===== config.mk =====
export PLATFORM = sky130hd
export DESIGN_NAME = gpr_wport_arbiter_flat
export DESIGN_NICKNAME = d
export VERILOG_FILES = /design/src/rtl/gpr_wport_arbiter_if.sv /design/src/rtl/gpr_wport_arbiter.sv /design/src/flat_wrapper.sv
export SDC_FILE = /design/constraint.sdc
export NUM_CORES = 1
export LEC_CHECK = 0
export ABC_CLOCK_PERIOD_IN_PS = 3600
export CELL_PAD_IN_SITES_DETAIL_PLACEMENT = 0
export CELL_PAD_IN_SITES_GLOBAL_PLACEMENT = 1
export CORE_MARGIN = 2
export CORE_UTILIZATION = 24
export CTS_CLUSTER_DIAMETER = 40
export DETAILED_ROUTE_END_ITERATION = 7
export GPL_TIMING_DRIVEN = 0
export PLACE_DENSITY = 0.88
export SYNTH_ARGS = -nofsm -noshare
export SYNTH_HDL_FRONTEND = slang
export SYNTH_SLANG_ARGS = --single-unit

===== constraint.sdc =====
create_clock -name clk -period 3.6 [get_ports clk]
set_input_delay 1.08 -clock clk [delete_from_list [all_inputs] [get_ports clk]]
set_output_delay 1.08 -clock clk [all_outputs]
set_load 0.01 [all_outputs]

===== src/rtl/gpr_wport_arbiter_if.sv =====
// GPR write-port sharing bus: three producer request channels plus the registered GPR write.
interface gpr_wport_arbiter_if;
  logic        p0_we;
  logic [4:0]  p0_a3;
  logic [31:0] p0_wd;
  logic        p0_stall;
  logic        p1_valid;
  logic [4:0]  p1_a3;
  logic [31:0] p1_wd;
  logic        p1_ready;
  logic        p2_valid;
  logic [4:0]  p2_a3;
  logic [31:0] p2_wd;
  logic        p2_ready;
  logic        gpr_we;
  logic [4:0]  gpr_a3;
  logic [31:0] gpr_wd;
  logic [1:0]  grant_id;

  modport master (
    output p0_we, p0_a3, p0_wd, p1_valid, p1_a3, p1_wd, p2_valid, p2_a3, p2_wd,
    input  p0_stall, p1_ready, p2_ready, gpr_we, gpr_a3, gpr_wd, grant_id
  );
  modport slave (
    input  p0_we, p0_a3, p0_wd, p1_valid, p1_a3, p1_wd, p2_valid, p2_a3, p2_wd,
    output p0_stall, p1_ready, p2_ready, gpr_we, gpr_a3, gpr_wd, grant_id
  );
endinterface


===== src/rtl/gpr_wport_arbiter.sv =====
// Single GPR write port shared by pipeline (fixed priority) and two side producers
// (round-robin), with a starvation counter that forces side-producer service.
module gpr_wport_arbiter #(
  parameter int unsigned STARVE_LIMIT = 4
) (
  input  logic clk,
  input  logic clr,
  gpr_wport_arbiter_if.slave bus
);
  localparam logic [1:0] G_P0 = 2'd0, G_P1 = 2'd1, G_P2 = 2'd2, G_NONE = 2'd3;
  localparam logic [3:0] LIMIT = 4'(STARVE_LIMIT);

  logic [3:0]  starve_q, starve_d;
  logic        rr_q, rr_d;          // 0: prefer p1, 1: prefer p2
  logic        gpr_we_q, gpr_we_d;
  logic [4:0]  gpr_a3_q, gpr_a3_d;
  logic [31:0] gpr_wd_q, gpr_wd_d;
  logic [1:0]  grant_q, grant_d;

  logic        r_side, forced;
  logic [1:0]  rr_pick, win;
  logic [4:0]  win_a3;
  logic [31:0] win_wd;

  always_comb begin
    r_side = bus.p1_valid | bus.p2_valid;
    if (bus.p1_valid && bus.p2_valid) rr_pick = rr_q ? G_P2 : G_P1;
    else if (bus.p1_valid)            rr_pick = G_P1;
    else if (bus.p2_valid)            rr_pick = G_P2;
    else                              rr_pick = G_NONE;
    forced = (starve_q == LIMIT) && r_side;

    if (clr)            win = G_NONE;
    else if (forced)    win = rr_pick;
    else if (bus.p0_we) win = G_P0;
    else                win = rr_pick;

    case (win)
      G_P0:    begin win_a3 = bus.p0_a3; win_wd = bus.p0_wd; end
      G_P1:    begin win_a3 = bus.p1_a3; win_wd = bus.p1_wd; end
      G_P2:    begin win_a3 = bus.p2_a3; win_wd = bus.p2_wd; end
      default: begin win_a3 = gpr_a3_q;  win_wd = gpr_wd_q;  end
    endcase

    // Counter only advances while a side producer is actually being denied by p0.
    starve_d = starve_q;
    if (!r_side || win == G_P1 || win == G_P2) starve_d = '0;
    else if (win == G_P0 && starve_q < LIMIT)  starve_d = starve_q + 4'd1;

    rr_d = rr_q;
    if (win == G_P1)      rr_d = 1'b1;
    else if (win == G_P2) rr_d = 1'b0;

    gpr_we_d = (win != G_NONE) && (win_a3 != 5'd0);
    gpr_a3_d = win_a3;
    gpr_wd_d = win_wd;
    grant_d  = win;
  end

  assign bus.p0_stall = bus.p0_we && (win != G_P0) && !clr;
  assign bus.p1_ready = (win == G_P1);
  assign bus.p2_ready = (win == G_P2);
  assign bus.gpr_we   = gpr_we_q;
  assign bus.gpr_a3   = gpr_a3_q;
  assign bus.gpr_wd   = gpr_wd_q;
  assign bus.grant_id = grant_q;

  always_ff @(posedge clk) begin
    if (clr) begin
      starve_q <= '0;
      rr_q     <= 1'b0;
      gpr_we_q <= 1'b0;
      gpr_a3_q <= '0;
      gpr_wd_q <= '0;
      grant_q  <= G_NONE;
    end else begin
      starve_q <= starve_d;
      rr_q     <= rr_d;
      gpr_we_q <= gpr_we_d;
      gpr_a3_q <= gpr_a3_d;
      gpr_wd_q <= gpr_wd_d;
      grant_q  <= grant_d;
    end
  end
endmodule


===== src/flat_wrapper.sv =====
// flat-port wrapper written by rule: the top's interface ports become plain ports
module gpr_wport_arbiter_flat 
#(
  parameter int unsigned STARVE_LIMIT = 4
)
  (clk, clr, bus_p0_we, bus_p0_a3, bus_p0_wd, bus_p1_valid, bus_p1_a3, bus_p1_wd, bus_p2_valid, bus_p2_a3, bus_p2_wd, bus_p0_stall, bus_p1_ready, bus_p2_ready, bus_gpr_we, bus_gpr_a3, bus_gpr_wd, bus_grant_id);
  gpr_wport_arbiter_if bus_i ();
  input  logic clk;
  input  logic clr;
  input wire logic [$bits(bus_i.p0_we)-1:0] bus_p0_we;
  input wire logic [$bits(bus_i.p0_a3)-1:0] bus_p0_a3;
  input wire logic [$bits(bus_i.p0_wd)-1:0] bus_p0_wd;
  input wire logic [$bits(bus_i.p1_valid)-1:0] bus_p1_valid;
  input wire logic [$bits(bus_i.p1_a3)-1:0] bus_p1_a3;
  input wire logic [$bits(bus_i.p1_wd)-1:0] bus_p1_wd;
  input wire logic [$bits(bus_i.p2_valid)-1:0] bus_p2_valid;
  input wire logic [$bits(bus_i.p2_a3)-1:0] bus_p2_a3;
  input wire logic [$bits(bus_i.p2_wd)-1:0] bus_p2_wd;
  output wire logic [$bits(bus_i.p0_stall)-1:0] bus_p0_stall;
  output wire logic [$bits(bus_i.p1_ready)-1:0] bus_p1_ready;
  output wire logic [$bits(bus_i.p2_ready)-1:0] bus_p2_ready;
  output wire logic [$bits(bus_i.gpr_we)-1:0] bus_gpr_we;
  output wire logic [$bits(bus_i.gpr_a3)-1:0] bus_gpr_a3;
  output wire logic [$bits(bus_i.gpr_wd)-1:0] bus_gpr_wd;
  output wire logic [$bits(bus_i.grant_id)-1:0] bus_grant_id;
  assign bus_i.p0_we = bus_p0_we;
  assign bus_i.p0_a3 = bus_p0_a3;
  assign bus_i.p0_wd = bus_p0_wd;
  assign bus_i.p1_valid = bus_p1_valid;
  assign bus_i.p1_a3 = bus_p1_a3;
  assign bus_i.p1_wd = bus_p1_wd;
  assign bus_i.p2_valid = bus_p2_valid;
  assign bus_i.p2_a3 = bus_p2_a3;
  assign bus_i.p2_wd = bus_p2_wd;
  assign bus_p0_stall = bus_i.p0_stall;
  assign bus_p1_ready = bus_i.p1_ready;
  assign bus_p2_ready = bus_i.p2_ready;
  assign bus_gpr_we = bus_i.gpr_we;
  assign bus_gpr_a3 = bus_i.gpr_a3;
  assign bus_gpr_wd = bus_i.gpr_wd;
  assign bus_grant_id = bus_i.grant_id;
  gpr_wport_arbiter #(.STARVE_LIMIT(STARVE_LIMIT)) u_core (.clk(clk), .clr(clr), .bus(bus_i));
endmodule

# Word level (Yosys, flattened, before mapping)

Index checks and enable logic that the tools add are counted.

Add/subtract/negate cells: 1
Order comparisons: 1
Equal/unequal tests: 4
Mux-type cells: 11
Bitwise gates (word level): 1
Reductions and logical operators: 16

Operators with widths:

| kind                                               | count |
|---|---|
| case mux 32 bit (3 select lines)                   | 1 |
| case mux 5 bit (3 select lines)                    | 1 |
| two-way mux 2 bit                                  | 6 |
| logical AND 1 bit                                  | 6 |
| nonzero test 5 bit                                 | 1 |
| adder 4 x 1 -> 4 bit, second input constant        | 1 |
| == test 4 x 3 -> 1 bit, second input constant      | 1 |
| < comparator 4 x 3 -> 1 bit, second input constant | 1 |
| nonzero test 2 bit                                 | 2 |
| two-way mux 1 bit                                  | 3 |
| nonzero test 3 bit                                 | 1 |
| == test 2 x 1 -> 1 bit, second input constant      | 1 |
| == test 2 bit, second input constant               | 1 |
| logical NOT 1 bit                                  | 2 |
| logical NOT 2 bit                                  | 1 |
| logical OR 1 bit                                   | 2 |
| != test 2 bit, second input constant               | 1 |
| OR reduction 2 bit                                 | 1 |
| bitwise OR 1 bit                                   | 1 |

Flip-flop bits (word level): 45
Input bits: 116
Output and inout port bits: 43
Word-level logic and storage cells: 40

# Longest topological paths before layout

Depth after elaboration: 10
Depth in mapped cells: 13
Mapped depth without buffers: 12

# Worst setup path after synthesis

No wires, ideal clock.

Path kind: input to output
Start: in bus_p2_valid
End: out bus_p1_ready
Arrival: 1.917 ns
Required time: 2.520 ns
Setup slack: 0.603 ns
Stages on the path: 5
Buffers on the path: 0
Cells stage by stage: o2111ai_4 > nand2_1 > a21o_1 > inv_1 > ha_1

Elaborated cells between the ends (all ways): 10
Those cells by class: eq/ne: 1; mux: 6; bitwise: 1; reduce/logical: 2

RTL lines:

| item                       | line                    | RTL |
|---|---|---|
| from (decl)                | flat_wrapper.sv:16      | `input wire logic [$bits(bus_i.p2_valid)-1:0] bus_p2_valid;` |
| logical AND 1 bit          | gpr_wport_arbiter.sv:27 | `if (bus.p1_valid && bus.p2_valid) rr_pick = rr_q ? G_P2 : G_P1;` |
| two-way mux 2 bit          | gpr_wport_arbiter.sv:27 |  |
| two-way mux 2 bit          | gpr_wport_arbiter.sv:35 | `else if (bus.p0_we) win = G_P0;` |
| two-way mux 2 bit (*)      | gpr_wport_arbiter.sv:34 | `else if (forced) win = rr_pick;` |
| two-way mux 2 bit (*)      | gpr_wport_arbiter.sv:33 | `if (clr) win = G_NONE;` |
| via u_core.grant_d[1]      | gpr_wport_arbiter.sv:18 | `logic [1:0] grant_q, grant_d;` |
| == test 2 x 1 -> 1 bit (*) | gpr_wport_arbiter.sv:61 | `assign bus.p1_ready = (win == G_P1);` |
| to (decl)                  | flat_wrapper.sv:20      | `output wire logic [$bits(bus_i.p1_ready)-1:0] bus_p1_ready;` |

The timed path passes the listed nets; every way through them passes the cells marked *.

# Final worst setup path

Start: in bus_p0_we
End: out bus_p0_stall

Word-level cells in the longest chain between the ends: 6

RTL lines:

| item                                | line                    | RTL |
|---|---|---|
| from (decl)                         | flat_wrapper.sv:10      | `input wire logic [$bits(bus_i.p0_we)-1:0] bus_p0_we;` |
| two-way mux 2 bit                   | gpr_wport_arbiter.sv:35 |  |
| two-way mux 2 bit                   | gpr_wport_arbiter.sv:34 |  |
| two-way mux 2 bit                   | gpr_wport_arbiter.sv:33 |  |
| nonzero test 2 bit                  | gpr_wport_arbiter.sv:60 | `assign bus.p0_stall = bus.p0_we && (win != G_P0) && !clr;` |
| logical AND 1 bit (*) (2 in series) | gpr_wport_arbiter.sv:60 |  |
| to (decl)                           | flat_wrapper.sv:19      | `output wire logic [$bits(bus_i.p0_stall)-1:0] bus_p0_stall;` |

Mark *: on every way between the ends. The rest lies on a longest branch, timed or not.

==> PnR_summary.wiki <==
{| class="wikitable"
! Metric !! Value
|-
| RSZ-0062 raised after global routing || no
|-
| Power per standard cell area || 337 nW/µm²
|-
| Worst setup SP type || input port
|-
| Effective utilization at floorplan || between 20% and 30%
|-
| Most congested layer reported by global routing || met2
|-
| Result of the run || complete, no violations
|-
| GP Congestion || 0.856
|-
| Wire length of the first global-routing pass || 13,100 µm
|-
| Upper clock frequency limit || 0.283 GHz
|-
| Synthesized area per cell || 7.98 µm²
|-
| TritonCTS clock tree || done
|-
| Clock H-tree levels || 2
|-
| Met1 demand-to-capacity share in global routing || a little under 20%
|-
| Detailed-route vias per instance || 4.73
|-
| Clock transition at path regs || 0.08 ns
|-
| Combinational family with the most area after synthesis || compound AO/OA/AOI/OAI gates
|-
| Sum of overflow across all layers after global routing || 0
|-
| Data arrival time at the worst-slack endpoint || roughly 2.5 ns
|-
| Pin count of the biggest net entering global routing || 13
|-
| Synthesis-to-layout area growth || 77.4%
|-
| Final setup skew || 0.00657 ns
|-
| Boundary Pins || ~160
|-
| Clock Path Buffers || 2
|-
| Xor/xnor cell area share of the yosys netlist || 0.372%
|-
| Final hold violations || 0
|-
| Die width || 103 µm
|-
| Finish-stage setup viols || 0
|-
| Cell variety after synth || 26
|-
| Die Height || 103 µm
|-
| GRT met2 Usage || 29.4%
|-
| Final period util || 98.1%
|-
| Maximum vdd ir drop || 166 µV
|-
| Total Nets Final || 581
|-
| Setup crit end kind || output port
|-
| Crit Path Class || input port to output port
|-
| Area of the core || ~9600 µm²
|-
| Core Rows || 36
|-
| Final Critical Period || 3.53 ns
|-
| Buffer type at the clock tree root || clkbuf_8
|-
| Count of routing violations after the opening detailed-route iteration || 76
|-
| Number of buffers created by CTS || 5
|-
| Die area || roughly 11,000 µm²
|-
| Number of input and output port buffers inserted || 157
|-
| GRT Resource Usage Total || 15.8%
|-
| Total vias in the final route || 2,804
|-
| Peak fanout along the critical path || 4
|-
| Worst-Margin Slew || slightly below 0.6 ns
|-
| Mux share of post-synthesis cell area || 0.850%
|-
| Required time reported for the critical path endpoint || 2.52 ns
|-
| Fraction of the mapped netlist area in adder cells || 2.66%
|-
| Antenna cell count || 0
|-
| Routed Wire Length || 8960 µm
|-
| Post-Synthesis Net Count || 416
|-
| Share of cells above drive strength 1 || around 5.2%
|-
| Total negative setup slack || 0 ns
|-
| Via count of the first global-routing pass || roughly 2,700
|-
| Cell count after synthesis || slightly below 300
|-
| Number of sinks on the clock net || 45
|-
| Yosys reg bits || 45
|-
| Detailed Place HPWL || 6940 µm
|-
| Antenna viol nets, final || 0
|-
| Met3 capacity usage during global routing || about 2.6%
|-
| Initial antenna violation count || 0
|-
| Clock latency of the later-clocked register in the worst-skew pair || around 0.29 ns
|-
| Mapped cell area || 2350 µm²
|-
| Pins Over Slew Limit || 0
|-
| Number of iterations in the first detailed-routing pass || 4
|-
| Post-DR wirelength/cell || 15.1 µm
|-
| Hold bufs inserted after CTS || 0
|-
| Area fraction in and, or, nand and nor cells after synthesis || 25.0%
|-
| Compound-Gate Fraction of Synth Area || 26.2%
|-
| Max Cap Viol || 0
|-
| Leakage || 1.55 nW
|-
| Residual DRC || 0
|-
| Sequential fraction of the synthesis area || 38.3%
|-
| Total of warnings raised by yosys || 0
|-
| Type of the worst min-delay path || flop to flop
|-
| Worst max-slew margin expressed relative to the limit || 61.4%
|-
| Hold Worst Slack || 0.493 ns
|}
through the flow:
step                utilization (%)  power (mW)  area [µm²]  setup WS [ns]  instances
detailed placement             42.5        1.11        4090         -0.621        585
global route                   43.3        1.50        4180         0.0211        593
CTS                            43.4        1.43        4180        0.00453        593
global placement               42.5        1.10        4090         -0.609        585
finish                         43.3        1.41        4180         0.0681        593
floorplan                         -       0.823        2350          0.603        295
cells in the mapped netlist (all sizes together):
| cell | number | area share (%) |
|---|---|---|
| a221oi | 36 | 13 |
| buf | 15 | 3.1 |
| xnor2 | 1 | 0.37 |
| o21ai | 2 | 0.43 |
| a21o | 4 | 1.3 |
| a31oi | 5 | 1.3 |
| nand3 | 1 | 0.21 |
| o22a | 2 | 0.74 |
| clkbuf | 12 | 1.9 |
| o2111ai | 1 | 1.1 |
| nor3 | 39 | 8.3 |
| ha | 5 | 2.7 |
| mux2i | 2 | 0.85 |
| nand2b | 1 | 0.27 |
| nand2 | 3 | 0.48 |
| o2bb2ai | 1 | 0.37 |
| dfxtp | 45 | 38 |
| inv | 10 | 1.6 |
| a221o | 1 | 0.43 |
| a21oi | 32 | 6.8 |
| nor2b | 33 | 8.9 |
| a311oi | 1 | 0.37 |
| nor2 | 43 | 6.9 |
power by group:
group          internal [mW]  switching (mW)
clock                  0.153           0.163
sequential             0.544          0.0224
combinational          0.295           0.231
cell type report:
| type | count | area, µm² |
|---|---|---|
| timing repair buffer | 158 | 1570 |
| buffer | 27 | 119 |
| sequential | 45 | 901 |
| multi-input combinational | 213 | 1300 |
| fill | 1012 | 5460 |
| inverter | 10 | 37.5 |
| clock buffer | 7 | 86.3 |
| tap | 133 | 166 |
what timing repair did:
action | 4_1_cts | 5_1_grt
pin swaps | 1 | 0
endpoints found under the hold margin | 0 | 0
setup endpoints to repair | 3 | 2
setup buffers | 1 | 0
resized for setup | 4 | 7
critical path: stages:
cell and delay (ns):
clkdlybuf4s50_1 0.57, nand2b_1 0.10, nor2_1 0.12, clkdlybuf4s50_1 0.58
flip-flops by register name, summed over array words and instances, names as in the netlist:
signal               cells
u_core.bus.grant_id      2
u_core.rr_q              1
u_core.bus.gpr_we        1
u_core.starve_q          4
u_core.bus.gpr_a3        5
u_core.bus.gpr_wd       32
final timing paths:
kind / endpoint / start / depth (start not counted) / slack, ns
worst max-delay path: bus_p0_stall / bus_p0_we / 4 / 0.07
worst min-delay path: u_core.bus.gpr_wd[20] / u_core.bus.gpr_wd[20] / 2 / 0.49
worst max register to register: u_core.bus.gpr_wd[31] / u_core.starve_q[0] / 12 / 0.99
worst min register to register: u_core.bus.gpr_wd[20] / u_core.bus.gpr_wd[20] / 2 / 0.49
cell usage in the layout, fill, tap and decap left out, drive strengths merged, types with 2 or more instances in the layout:
master,Yosys,final
clkdlybuf4s50,0,153
dfxtp,45,45
nor2,43,43
nor3,39,39
a221oi,36,36
nor2b,33,33
a21oi,32,32
clkbuf,12,21
buf,15,16
inv,10,10
a31oi,5,5
ha,5,5
a21o,4,4
nand2,3,3
o22a,2,2
mux2i,2,2
o21ai,2,2
kinds of logic after synthesis:
family                   after synthesis
AND/OR/NAND/NOR                      120
multiplexers                           2
buffers and inverters                 37
adder cells (fa/ha/maj)                5
flip-flops                            45
XOR/XNOR                               1
AO/OA/AOI/OAI                         85
layer usage:
| layer | vias to the layer above | part of all wire [%] |
|---|---|---|
| met3 | 5 | 5.1 |
| met1 | 1312 | 44 |
| met4 | 0 | 0.52 |
| met5 | - | 0 |
| met2 | 85 | 51 |
| li1 | 1402 | - |
Power figures use the tool's default switching activity.
